===== src/rtl/lsu_pkg.sv =====
// Shared types and constants for the load/store unit.
// Contents: FSM state enum, RV32I funct3 size codes, memory size code,
//           and the request legality/alignment helper.
package lsu_pkg;

  typedef enum logic [2:0] {
    IDLE    = 3'd0,
    LD_ADDR = 3'd1,
    LD_DATA = 3'd2,
    ST_WR   = 3'd3,
    RMW_RD  = 3'd4,
    RMW_WR  = 3'd5,
    RESP    = 3'd6
  } lsu_state_t;

  localparam logic [2:0] F3_B  = 3'b000;
  localparam logic [2:0] F3_H  = 3'b001;
  localparam logic [2:0] F3_W  = 3'b010;
  localparam logic [2:0] F3_BU = 3'b100;
  localparam logic [2:0] F3_HU = 3'b101;

  // Size code driven on mem_wr_strb: the memory always sees full-word writes.
  localparam logic [2:0] MEM_SIZE_WORD = 3'b010;

  // True when the size code is legal for the direction and the address is
  // naturally aligned for that size.
  function automatic logic req_legal(input logic we, input logic [2:0] f3,
                                     input logic [1:0] addr_lo);
    logic ok;
    ok = (f3 == F3_B) || (f3 == F3_H) || (f3 == F3_W);
    if (!we) ok = ok || (f3 == F3_BU) || (f3 == F3_HU);
    // LH and LHU/SH all share low bits 01.
    if ((f3[1:0] == 2'b01) && addr_lo[0]) ok = 1'b0;
    if ((f3 == F3_W) && (addr_lo != 2'b00)) ok = 1'b0;
    return ok;
  endfunction

endpackage


===== src/rtl/lsu_align.sv =====
// Combinational lane logic: load extract/extend and store lane merge.
// Latency: 0 cycles (pure combinational). Backpressure: none.
// Ports: funct3/byte_off select size and lane; rdata is the memory word;
//        wdata is right-aligned store data; load_data and merged are results.
module lsu_align
  import lsu_pkg::*;
(
  input  logic [2:0]  funct3,
  input  logic [1:0]  byte_off,
  input  logic [31:0] rdata,
  input  logic [31:0] wdata,
  output logic [31:0] load_data,
  output logic [31:0] merged
);

  logic [7:0]  byte_sel;
  logic [15:0] half_sel;

  always_comb begin
    byte_sel = rdata[7:0];
    case (byte_off)
      2'd0: byte_sel = rdata[7:0];
      2'd1: byte_sel = rdata[15:8];
      2'd2: byte_sel = rdata[23:16];
      2'd3: byte_sel = rdata[31:24];
      default: byte_sel = rdata[7:0];
    endcase
    half_sel = byte_off[1] ? rdata[31:16] : rdata[15:0];
  end

  always_comb begin
    load_data = rdata;
    case (funct3)
      F3_B:    load_data = {{24{byte_sel[7]}}, byte_sel};
      F3_H:    load_data = {{16{half_sel[15]}}, half_sel};
      F3_BU:   load_data = {24'h0, byte_sel};
      F3_HU:   load_data = {16'h0, half_sel};
      default: load_data = rdata;
    endcase
  end

  // Sub-word stores keep the untouched lanes of the word read back first.
  always_comb begin
    merged = wdata;
    case (funct3)
      F3_B: begin
        merged = rdata;
        case (byte_off)
          2'd0: merged[7:0]   = wdata[7:0];
          2'd1: merged[15:8]  = wdata[7:0];
          2'd2: merged[23:16] = wdata[7:0];
          2'd3: merged[31:24] = wdata[7:0];
          default: merged = rdata;
        endcase
      end
      F3_H: begin
        merged = rdata;
        if (byte_off[1]) merged[31:16] = wdata[15:0];
        else             merged[15:0]  = wdata[15:0];
      end
      default: merged = wdata;
    endcase
  end

endmodule


===== src/rtl/load_store_unit.sv =====
// RV32I load/store unit driving a single-port word memory with registered read.
// Latency: load 3 cycles, word store 2, sub-word store 3 (read-modify-write),
//          error 1. Backpressure: req_ready only in IDLE; responses never stall.
// Ports: req_* request handshake, rsp_* one-cycle completion, mem_* memory side.
module load_store_unit
  import lsu_pkg::*;
#(
  parameter int MEM_DEPTH = 4,
  parameter int AW        = $clog2(MEM_DEPTH)
) (
  input  logic          clk,
  input  logic          rst,
  input  logic          req_valid,
  output logic          req_ready,
  input  logic          req_we,
  input  logic [2:0]    req_funct3,
  input  logic [31:0]   req_addr,
  input  logic [31:0]   req_wdata,
  output logic          rsp_valid,
  output logic [31:0]   rsp_rdata,
  output logic          rsp_error,
  output logic [AW-1:0] mem_rd_addr0,
  output logic [AW-1:0] mem_wr_addr0,
  output logic [31:0]   mem_wr_din0,
  output logic          mem_we0,
  output logic [2:0]    mem_wr_strb,
  input  logic [31:0]   mem_rd_dout0
);

  lsu_state_t  state;
  logic        r_we;
  logic [2:0]  r_funct3;
  logic [31:0] r_addr;
  logic [31:0] r_wdata;
  logic [31:0] load_data;
  logic [31:0] merged;

  // Address bits above the word index wrap away.
  logic unused_addr_hi;
  assign unused_addr_hi = ^{r_addr[31:AW+2], r_we};

  lsu_align u_align (
    .funct3    (r_funct3),
    .byte_off  (r_addr[1:0]),
    .rdata     (mem_rd_dout0),
    .wdata     (r_wdata),
    .load_data (load_data),
    .merged    (merged)
  );

  assign req_ready    = (state == IDLE);
  assign mem_rd_addr0 = r_addr[AW+1:2];
  assign mem_wr_addr0 = r_addr[AW+1:2];
  // Word stores pass straight through the merge; sub-word stores merge
  // against the word read during RMW_RD.
  assign mem_wr_din0  = merged;
  // Gated by rst so a reset landing on RMW_WR never corrupts memory.
  assign mem_we0      = ((state == ST_WR) || (state == RMW_WR)) && !rst;
  assign mem_wr_strb  = mem_we0 ? MEM_SIZE_WORD : 3'b000;

  always_ff @(posedge clk) begin
    if (rst) begin
      state     <= IDLE;
      r_we      <= 1'b0;
      r_funct3  <= 3'b000;
      r_addr    <= 32'h0;
      r_wdata   <= 32'h0;
      rsp_valid <= 1'b0;
      rsp_rdata <= 32'h0;
      rsp_error <= 1'b0;
    end else begin
      rsp_valid <= 1'b0;
      case (state)
        IDLE: begin
          if (req_valid) begin
            r_we     <= req_we;
            r_funct3 <= req_funct3;
            r_addr   <= req_addr;
            r_wdata  <= req_wdata;
            if (!req_legal(req_we, req_funct3, req_addr[1:0])) begin
              state     <= RESP;
              rsp_valid <= 1'b1;
              rsp_error <= 1'b1;
              rsp_rdata <= 32'h0;
            end else if (!req_we) begin
              state <= LD_ADDR;
            end else if (req_funct3 == F3_W) begin
              state <= ST_WR;
            end else begin
              state <= RMW_RD;
            end
          end
        end
        LD_ADDR: state <= LD_DATA;
        LD_DATA: begin
          state     <= RESP;
          rsp_valid <= 1'b1;
          rsp_rdata <= load_data;
          rsp_error <= 1'b0;
        end
        RMW_RD: state <= RMW_WR;
        ST_WR, RMW_WR: begin
          state     <= RESP;
          rsp_valid <= 1'b1;
          rsp_rdata <= 32'h0;
          rsp_error <= 1'b0;
        end
        RESP:    state <= IDLE;
        default: state <= IDLE;
      endcase
    end
  end

endmodule


===== config.mk =====
export PLATFORM = sky130hd
export DESIGN_NAME = load_store_unit
export DESIGN_NICKNAME = d
export VERILOG_FILES = /design/src/rtl/lsu_pkg.sv /design/src/rtl/lsu_align.sv /design/src/rtl/load_store_unit.sv
export SDC_FILE = /design/constraint.sdc
export NUM_CORES = 1
export LEC_CHECK = 0
export ABC_AREA = 1
export BUFFER_PORTS_ARGS = -buffer_cell sky130_fd_sc_hd__buf_2
export CAP_MARGIN = 20
export CORE_UTILIZATION = 35
export DETAILED_ROUTE_END_ITERATION = 10
export PLACE_DENSITY = 0.66
export SLEW_MARGIN = 20
export SYNTH_ARGS = -nofsm -noshare
export SYNTH_HDL_FRONTEND = slang
export SYNTH_SLANG_ARGS = --single-unit

===== constraint.sdc =====
create_clock -name clk -period 1.9 [get_ports clk]
set_input_delay 0.095 -clock clk [delete_from_list [all_inputs] [get_ports clk]]
set_output_delay 0.095 -clock clk [all_outputs]
set_load 0.02 [all_outputs]

==> metrics.yaml, run 1 <==
worst_setup_path:
  worstPathMaxFanout: 9
  crit_type: "reg -> out"
  timing.critical_path.required_ns: 1.80
  worst_setup_path_start_kind: "register"
  timing.critical_path.arrival_ns: 1.73
  critical_path.endpoint_type: "output pin"
  worst-r2r-setup-slack_ns: 0.25
floorplan:
  die_h_um: 113
  die_width_um: 113
  core_region_area_um2: 12000
  dieArea_um2: 12700
  placement_rows: 40
  start_util_pct: 35.8
  num_io_pins: 178
sta:
  final-hold-violation-count: 0
  timing.final.crit_period_ns: 1.83
  slew_headroom_pct: 64.3
  final.setup_skew_ns: 0.00630
  finalCritPeriodShare_pct: 96.3
  setup_violations: 0
  hold-worst-slack_ns: 0.00978
  rsz0062_at_grt: "yes"
  setup-tns-final_ns: 0
  finalWorstSetupSlack_ns: 0.0703
  max_freq_mhz: 547
  tightestPinTransition_ns: 0.535
  final-max-slew-violation-count: 0
clock_tree:
  clk-insertion-delay-late_ns: 0.33
  clk_pin_slew_worst_paths_ns: 0.05
  clk_root_buffer_cell: "sky130_fd_sc_hd__clkbuf_16"
  numCtsBuffers: 9
  cts_max_path_buffers: 2
  tritoncts: "yes"
  h_tree_depth: 3
  clock-sinks: 76
detailed_routing:
  detailed_routing_iteration_count_for_the_pre_antenna_repair_pass: 5
  drc: 0
  wirelength_um: 15000
  detailroute.via_count: 4943
  routedWlPerCell_um: 15.7
  dr.first_iter.drc_count: 461
  viasPerCell: 5.17
  antenna_left: 0
grt:
  vias_in_the_first_global_route: 4339
  grt_overflow_total: 0
  grt_start_max_net_pins: 48
  track_usage_pct: 23.3
  grt_first_pass_wirelength_um: 22900
  antenna_found_initial: 0
job:
  max_cap_viol: 0
cells_and_area:
  final_layout_size_suffix_gt1_share_pct: 27.7
  design.final.nets: 909
  antennaDiodeCount: 0
  area_growth_pct: 32.4
power:
  ir_drop_mv: 0.631
  p_leak_nw: 2.77
  power.density_nw_per_um2: 1390
logic_synthesis:
  syn_inst: 651
  synth.distinct_cells: 33
  synth-seq-cells: 76
  part_of_the_yosys_area_used_for_sequential_elements_pct: 35.3
  synthesis.area_per_instance_um2: 6.61
  yosysWarnings: 0
  synth.cell_area_um2: 4310
hold_path:
  min_path_type: "in -> reg"
placed_design:
  port_buffers: 147
  place_ws_ns: 0.195
  gp_routability_congestion: 0.881
  dp.final_hpwl_um: 11000
run_status:
  run_status: "finished, final reports clean"
[synth_stat cells (all sizes together)]
master  number  area share, %
nand2      138             13
a21oi       86             10
dfxtp       76             35
inv         72            6.3
nand3       65            7.7
o21ai       64            7.4
nor2        59            6.2
buf         29            4.7
clkbuf      17            1.5
o211ai      16            2.8
a22oi       11            1.9
a31oi        5           0.73
o221ai       4           0.81
nor3         2           0.35
a211oi       1           0.17
conb         1          0.087
nand3b       1           0.17
nand4        1           0.15
o31ai        1           0.29
or2          1           0.15
xnor2        1           0.20
[final timing paths]
path,start,endpoint,cells after the start
worst max-delay path,r_addr[1],mem_wr_din0[22],6
worst min-delay path,req_wdata[29],r_wdata[29],3
worst max register to register,state[1],r_wdata[9],7
worst min register to register,rsp_rdata[19],rsp_rdata[19],2
[report_power, final]
| part | internal, mW | switching [mW] |
|---|---|---|
| Clock | 0.903 | 0.627 |
| Sequential | 1.96 | 0.304 |
| Combinational | 1.46 | 2.69 |
[state kept, by name, indices dropped and copies added, names as in the netlist]
signal,cells
rsp_error,1
rsp_rdata,32
r_wdata,32
r_funct3,3
rsp_valid,1
state,3
r_addr,4
[layer usage]
layer / share of wire [%] / up-vias / global-route usage, % / wire (um)
met5: 0 / - / 0 / 0
met4: 2.5 / 0 / 8.42 / 378
met3: 6.5 / 27 / 3.96 / 977
met2: 46 / 181 / 37.0 / 6960
met1: 45 / 2273 / 31.9 / 6690
li1: - / 2462 / - / -
[stage by stage]
stage / instance area [um^2] / instances / util [%] / total power [mW]
global placement: 5150 / 922 / 42.9 / 6.11
finish: 5700 / 956 / 47.5 / 7.95
global route: 5700 / 956 / 47.5 / 8.43
CTS: 5600 / 953 / 46.6 / 7.77
detailed placement: 5150 / 922 / 42.9 / 6.12
floorplan: 4310 / 652 / - / 4.89
[critical path: stages (launching register included)]
cell and delay [ns]:
sky130_fd_sc_hd__dfxtp_2 0.46, sky130_fd_sc_hd__buf_4 0.18, sky130_fd_sc_hd__buf_4 0.15, sky130_fd_sc_hd__nand2_2 0.14
sky130_fd_sc_hd__a21oi_1 0.21, sky130_fd_sc_hd__a22oi_2 0.09, sky130_fd_sc_hd__buf_4 0.17
[timing repair]
action	CTS	global route
gates resized for setup	10	25
buffers inserted	4	3
endpoints found under the hold margin	13	0
hold buffers	13	0
pin swaps	3	5
endpoints found under the setup margin	27	25
[cells by family after synthesis]
logic type,after synthesis,synth area share (%)
buffers and inverters,118,12.4
DFF,76,35.3
xor gates and xnor gates,1,0.203
and+or+nand+nor,267,27.7
other,1,0.0871
AOI/OAI and AO/OA,188,24.2
[cells in the final DEF (no fill, tap or decap), drive strengths merged]
master,instances
xnor2,1
o221ai,4
clkbuf,12
nand3,65
a31oi,5
nor3,2
buf,176
conb,2
clkinv,1
a211oi,1
nand3b,1
nand2,138
o21ai,64
a22oi,11
nor2,59
o31ai,1
clkinvlp,1
inv,72
dfxtp,76
nand4,1
dlygate4sd3,13
or2,1
o211ai,16
a21oi,86
[layout make-up]
| type | instances | area, um^2 |
|---|---|---|
| timing repair buffer | 189 | 1140 |
| inverter | 72 | 273 |
| multi-input combinational | 458 | 2310 |
| clock buffer | 12 | 246 |
| tap | 147 | 184 |
| sequential | 76 | 1530 |
| clock inverter | 2 | 12.5 |
| fill | 1287 | 6310 |
Note: power is estimated with default switching activity, not from simulation.
==> inputs of run 2 (changes only) <==
--- a/config.mk
+++ b/config.mk
@@ -11,6 +11,7 @@
 export CORE_UTILIZATION = 35
 export DETAILED_ROUTE_END_ITERATION = 10
 export PLACE_DENSITY = 0.66
+export SETUP_SLACK_MARGIN = 0.15
 export SLEW_MARGIN = 20
 export SYNTH_ARGS = -nofsm -noshare
 export SYNTH_HDL_FRONTEND = slang
==> metrics.yaml, run 2 (synthesized netlist as in run 1, its figures left out) <==
cells_and_area:
  commonest_non_fill_non_tap_cell_in_the_layout: "sky130_fd_sc_hd__nand2_1"
  instances_no_fill: 962  # +0.63%
  antennaDiodeCount: 0  # unchanged
  area_growth_pct: 37.1
  design.final.nets: 915  # +0.66%
  final_cell_mix: "sky130_fd_sc_hd__nand2_1 (130), sky130_fd_sc_hd__buf_2 (120), sky130_fd_sc_hd__a21oi_1 (83), sky130_fd_sc_hd__dfxtp_1 (71), sky130_fd_sc_hd__inv_1 (66)"
  layout_top_registers: "r_wdata: 32 flops, rsp_rdata: 32 flops, r_addr: 4 flops"
  final_layout_size_suffix_gt1_share_pct: 30.1  # +2.4 points
  final_area_um2: 5900  # +3.5%
power:
  ir_drop_mv: 0.641  # +1.6%
  p_leak_nw: 2.83  # +2.4%
  power_report.internal_total_mw: 4.58  # +5.8%
  clockPowerShare_pct: 18.4  # -0.9 points
  share_seq_of_total_power_pct: 27.3  # -1.2 points
  power.density_nw_per_um2: 1410  # +1.1%
  p_total_mw: 8.32  # +4.7%
  p_switching_mw: 3.74  # +3.3%
  combinationalPowerShare_pct: 54.3  # +2.1 points
  swShare_pct: 45.0  # -0.59 points
detailed_routing:
  viasPerCell: 5.19  # +0.36%
  drt-met1-wl_um: 6840  # +2.2%
  dr.first_iter.drc_count: 527  # +14%
  met2RoutedLength_um: 7070  # +1.6%
  drc: 0  # unchanged
  met3_length_um: 1000  # +2.7%
  routedWlPerCell_um: 16.0  # +1.8%
  antenna_left: 0  # unchanged
  wirelength_um: 15400  # +2.4%
  highest_layer: "met4"
  detailed_routing_iteration_count_for_the_pre_antenna_repair_pass: 5  # unchanged
  detailroute.via_count: 4992  # +0.99%
clock_tree:
  tritoncts: "yes"
  h_tree_depth: 3  # unchanged
  clk-insertion-delay-late_ns: 0.33  # about the same
  cts_max_path_buffers: 2  # unchanged
  numCtsBuffers: 9  # unchanged
  clock-sinks: 76  # unchanged
  clk_root_buffer_cell: "sky130_fd_sc_hd__clkbuf_16"
  clk_pin_slew_worst_paths_ns: 0.06  # about the same
placed_design:
  port_buffers: 147  # unchanged
  dp.final_hpwl_um: 11000  # unchanged
  gp_routability_congestion: 0.881  # unchanged
  placed_cells_incl_taps: 922  # unchanged
  placedInstanceArea_um2: 5150  # unchanged
worst_setup_path:
  worst-r2r-setup-slack_ns: 0.31  # +0.06 ns
  timing.critical_path.required_ns: 1.80  # about the same
  ff2ff_path_depth: 7  # unchanged
  worstPathMaxFanout: 5  # -4
  timing.critical_path.arrival_ns: 1.68  # -0.05 ns
  critical_path.endpoint_type: "output pin"
  worst_setup_path_start_kind: "register"
  crit_type: "reg -> out"
floorplan:
  core_region_area_um2: 12000  # unchanged
  die_width_um: 113  # unchanged
  placement_rows: 40  # unchanged
  num_io_pins: 178  # unchanged
  dieArea_um2: 12700  # unchanged
  die_h_um: 113  # unchanged
  start_util_pct: 35.8  # unchanged
sta:
  timing.final.crit_period_ns: 1.77  # -0.0561 ns
  final-max-slew-violation-count: 0  # unchanged
  tightestPinTransition_ns: 0.537  # +0.00275 ns
  slew_headroom_pct: 64.1  # -0.18 points
  final.setup_skew_ns: 0.00722  # +0.000924 ns
  setup_violations: 0  # unchanged
  finalCritPeriodShare_pct: 93.3  # -3.0 points
  setup-tns-final_ns: 0  # unchanged
  hold-worst-slack_ns: 0.0114  # +0.00167 ns
  final-hold-violation-count: 0  # unchanged
  rsz0062_at_grt: "yes"
  max_freq_mhz: 564  # +3.2%
hold_path:
  hold_depth: 3  # unchanged
  min_path_type: "in -> reg"
grt:
  vias_in_the_first_global_route: 4450  # +2.6%
  grt_first_pass_wirelength_um: 23300  # +1.5%
  antenna_found_initial: 0  # unchanged
  track_usage_pct: 23.6  # +0.33 points
  grt_overflow_total: 0  # unchanged
  grt_start_max_net_pins: 48  # unchanged
run_status:
  run_status: "finished, final reports clean"
job:
  max_cap_viol: 0  # unchanged
[run 2: cell types whose count changed in the layout (fill, tap and decap cells not counted), sizes merged]
cell    delta
clkbuf     +1
buf        +5
[run 2: power groups by stage]
stage               Combinational [mW]  Sequential [mW]  Clock, mW
finish                            4.52             2.27       1.53
global route                      4.87             2.30       1.63
CTS                               4.23             2.25       1.55
detailed placement                3.85             2.27          0
global placement                  3.84             2.27          0
floorplan                         2.55             2.34          0
[run 2: per-layer routing]
metal	GRT usage, %	up-vias
met5	0	-
met4	9.65	0
met3	4.82	37
met2	37.2	193
met1	31.7	2287
li1	-	2475
[run 2: cell type report]
type                       count  area, um^2
fill                        1261        6110
multi-input combinational    458        2370
sequential                    76        1540
timing repair buffer         195        1270
inverter                      72         278
clock buffer                  12         246
tap                          147         184
clock inverter                 2        12.5
[run 2: what timing repair did]
action / in CTS / in global routing
resized for setup: 51 / 38
setup endpoints to repair: 32 / 32
endpoints found under the hold margin: 13 / 0
hold buffers: 13 / 0
cloned: 0 / 1
pin swaps: 15 / 6
buffers inserted: 9 / 3
[run 2: path summary, 6_finish.rpt]
path	startpoint	endpoint
min	req_wdata[29]	r_wdata[29]
max	r_funct3[1]	mem_wr_din0[14]
min reg2reg	rsp_rdata[19]	rsp_rdata[19]
max reg2reg	r_addr[1]	rsp_rdata[11]
[run 2: worst max-delay path, stage by stage (launching register included)]
cell and delay, ns:
sky130_fd_sc_hd__dfxtp_2 0.34, sky130_fd_sc_hd__nor2_4 0.20, sky130_fd_sc_hd__nand2_4 0.10, sky130_fd_sc_hd__nor2_4 0.13
sky130_fd_sc_hd__inv_2 0.09, sky130_fd_sc_hd__o31ai_4 0.10, sky130_fd_sc_hd__nand2_1 0.11, sky130_fd_sc_hd__o211ai_1 0.11
sky130_fd_sc_hd__buf_4 0.17
[run 2: through the flow]
| step | setup slack [ns] | util (%) |
|---|---|---|
| floorplan | 0.338 | - |
| global placement | 0.206 | 42.9 |
| detailed placement | 0.195 | 42.9 |
| CTS | 0.107 | 48.0 |
| global route | 0.0363 | 49.1 |
| finish | 0.126 | 49.1 |
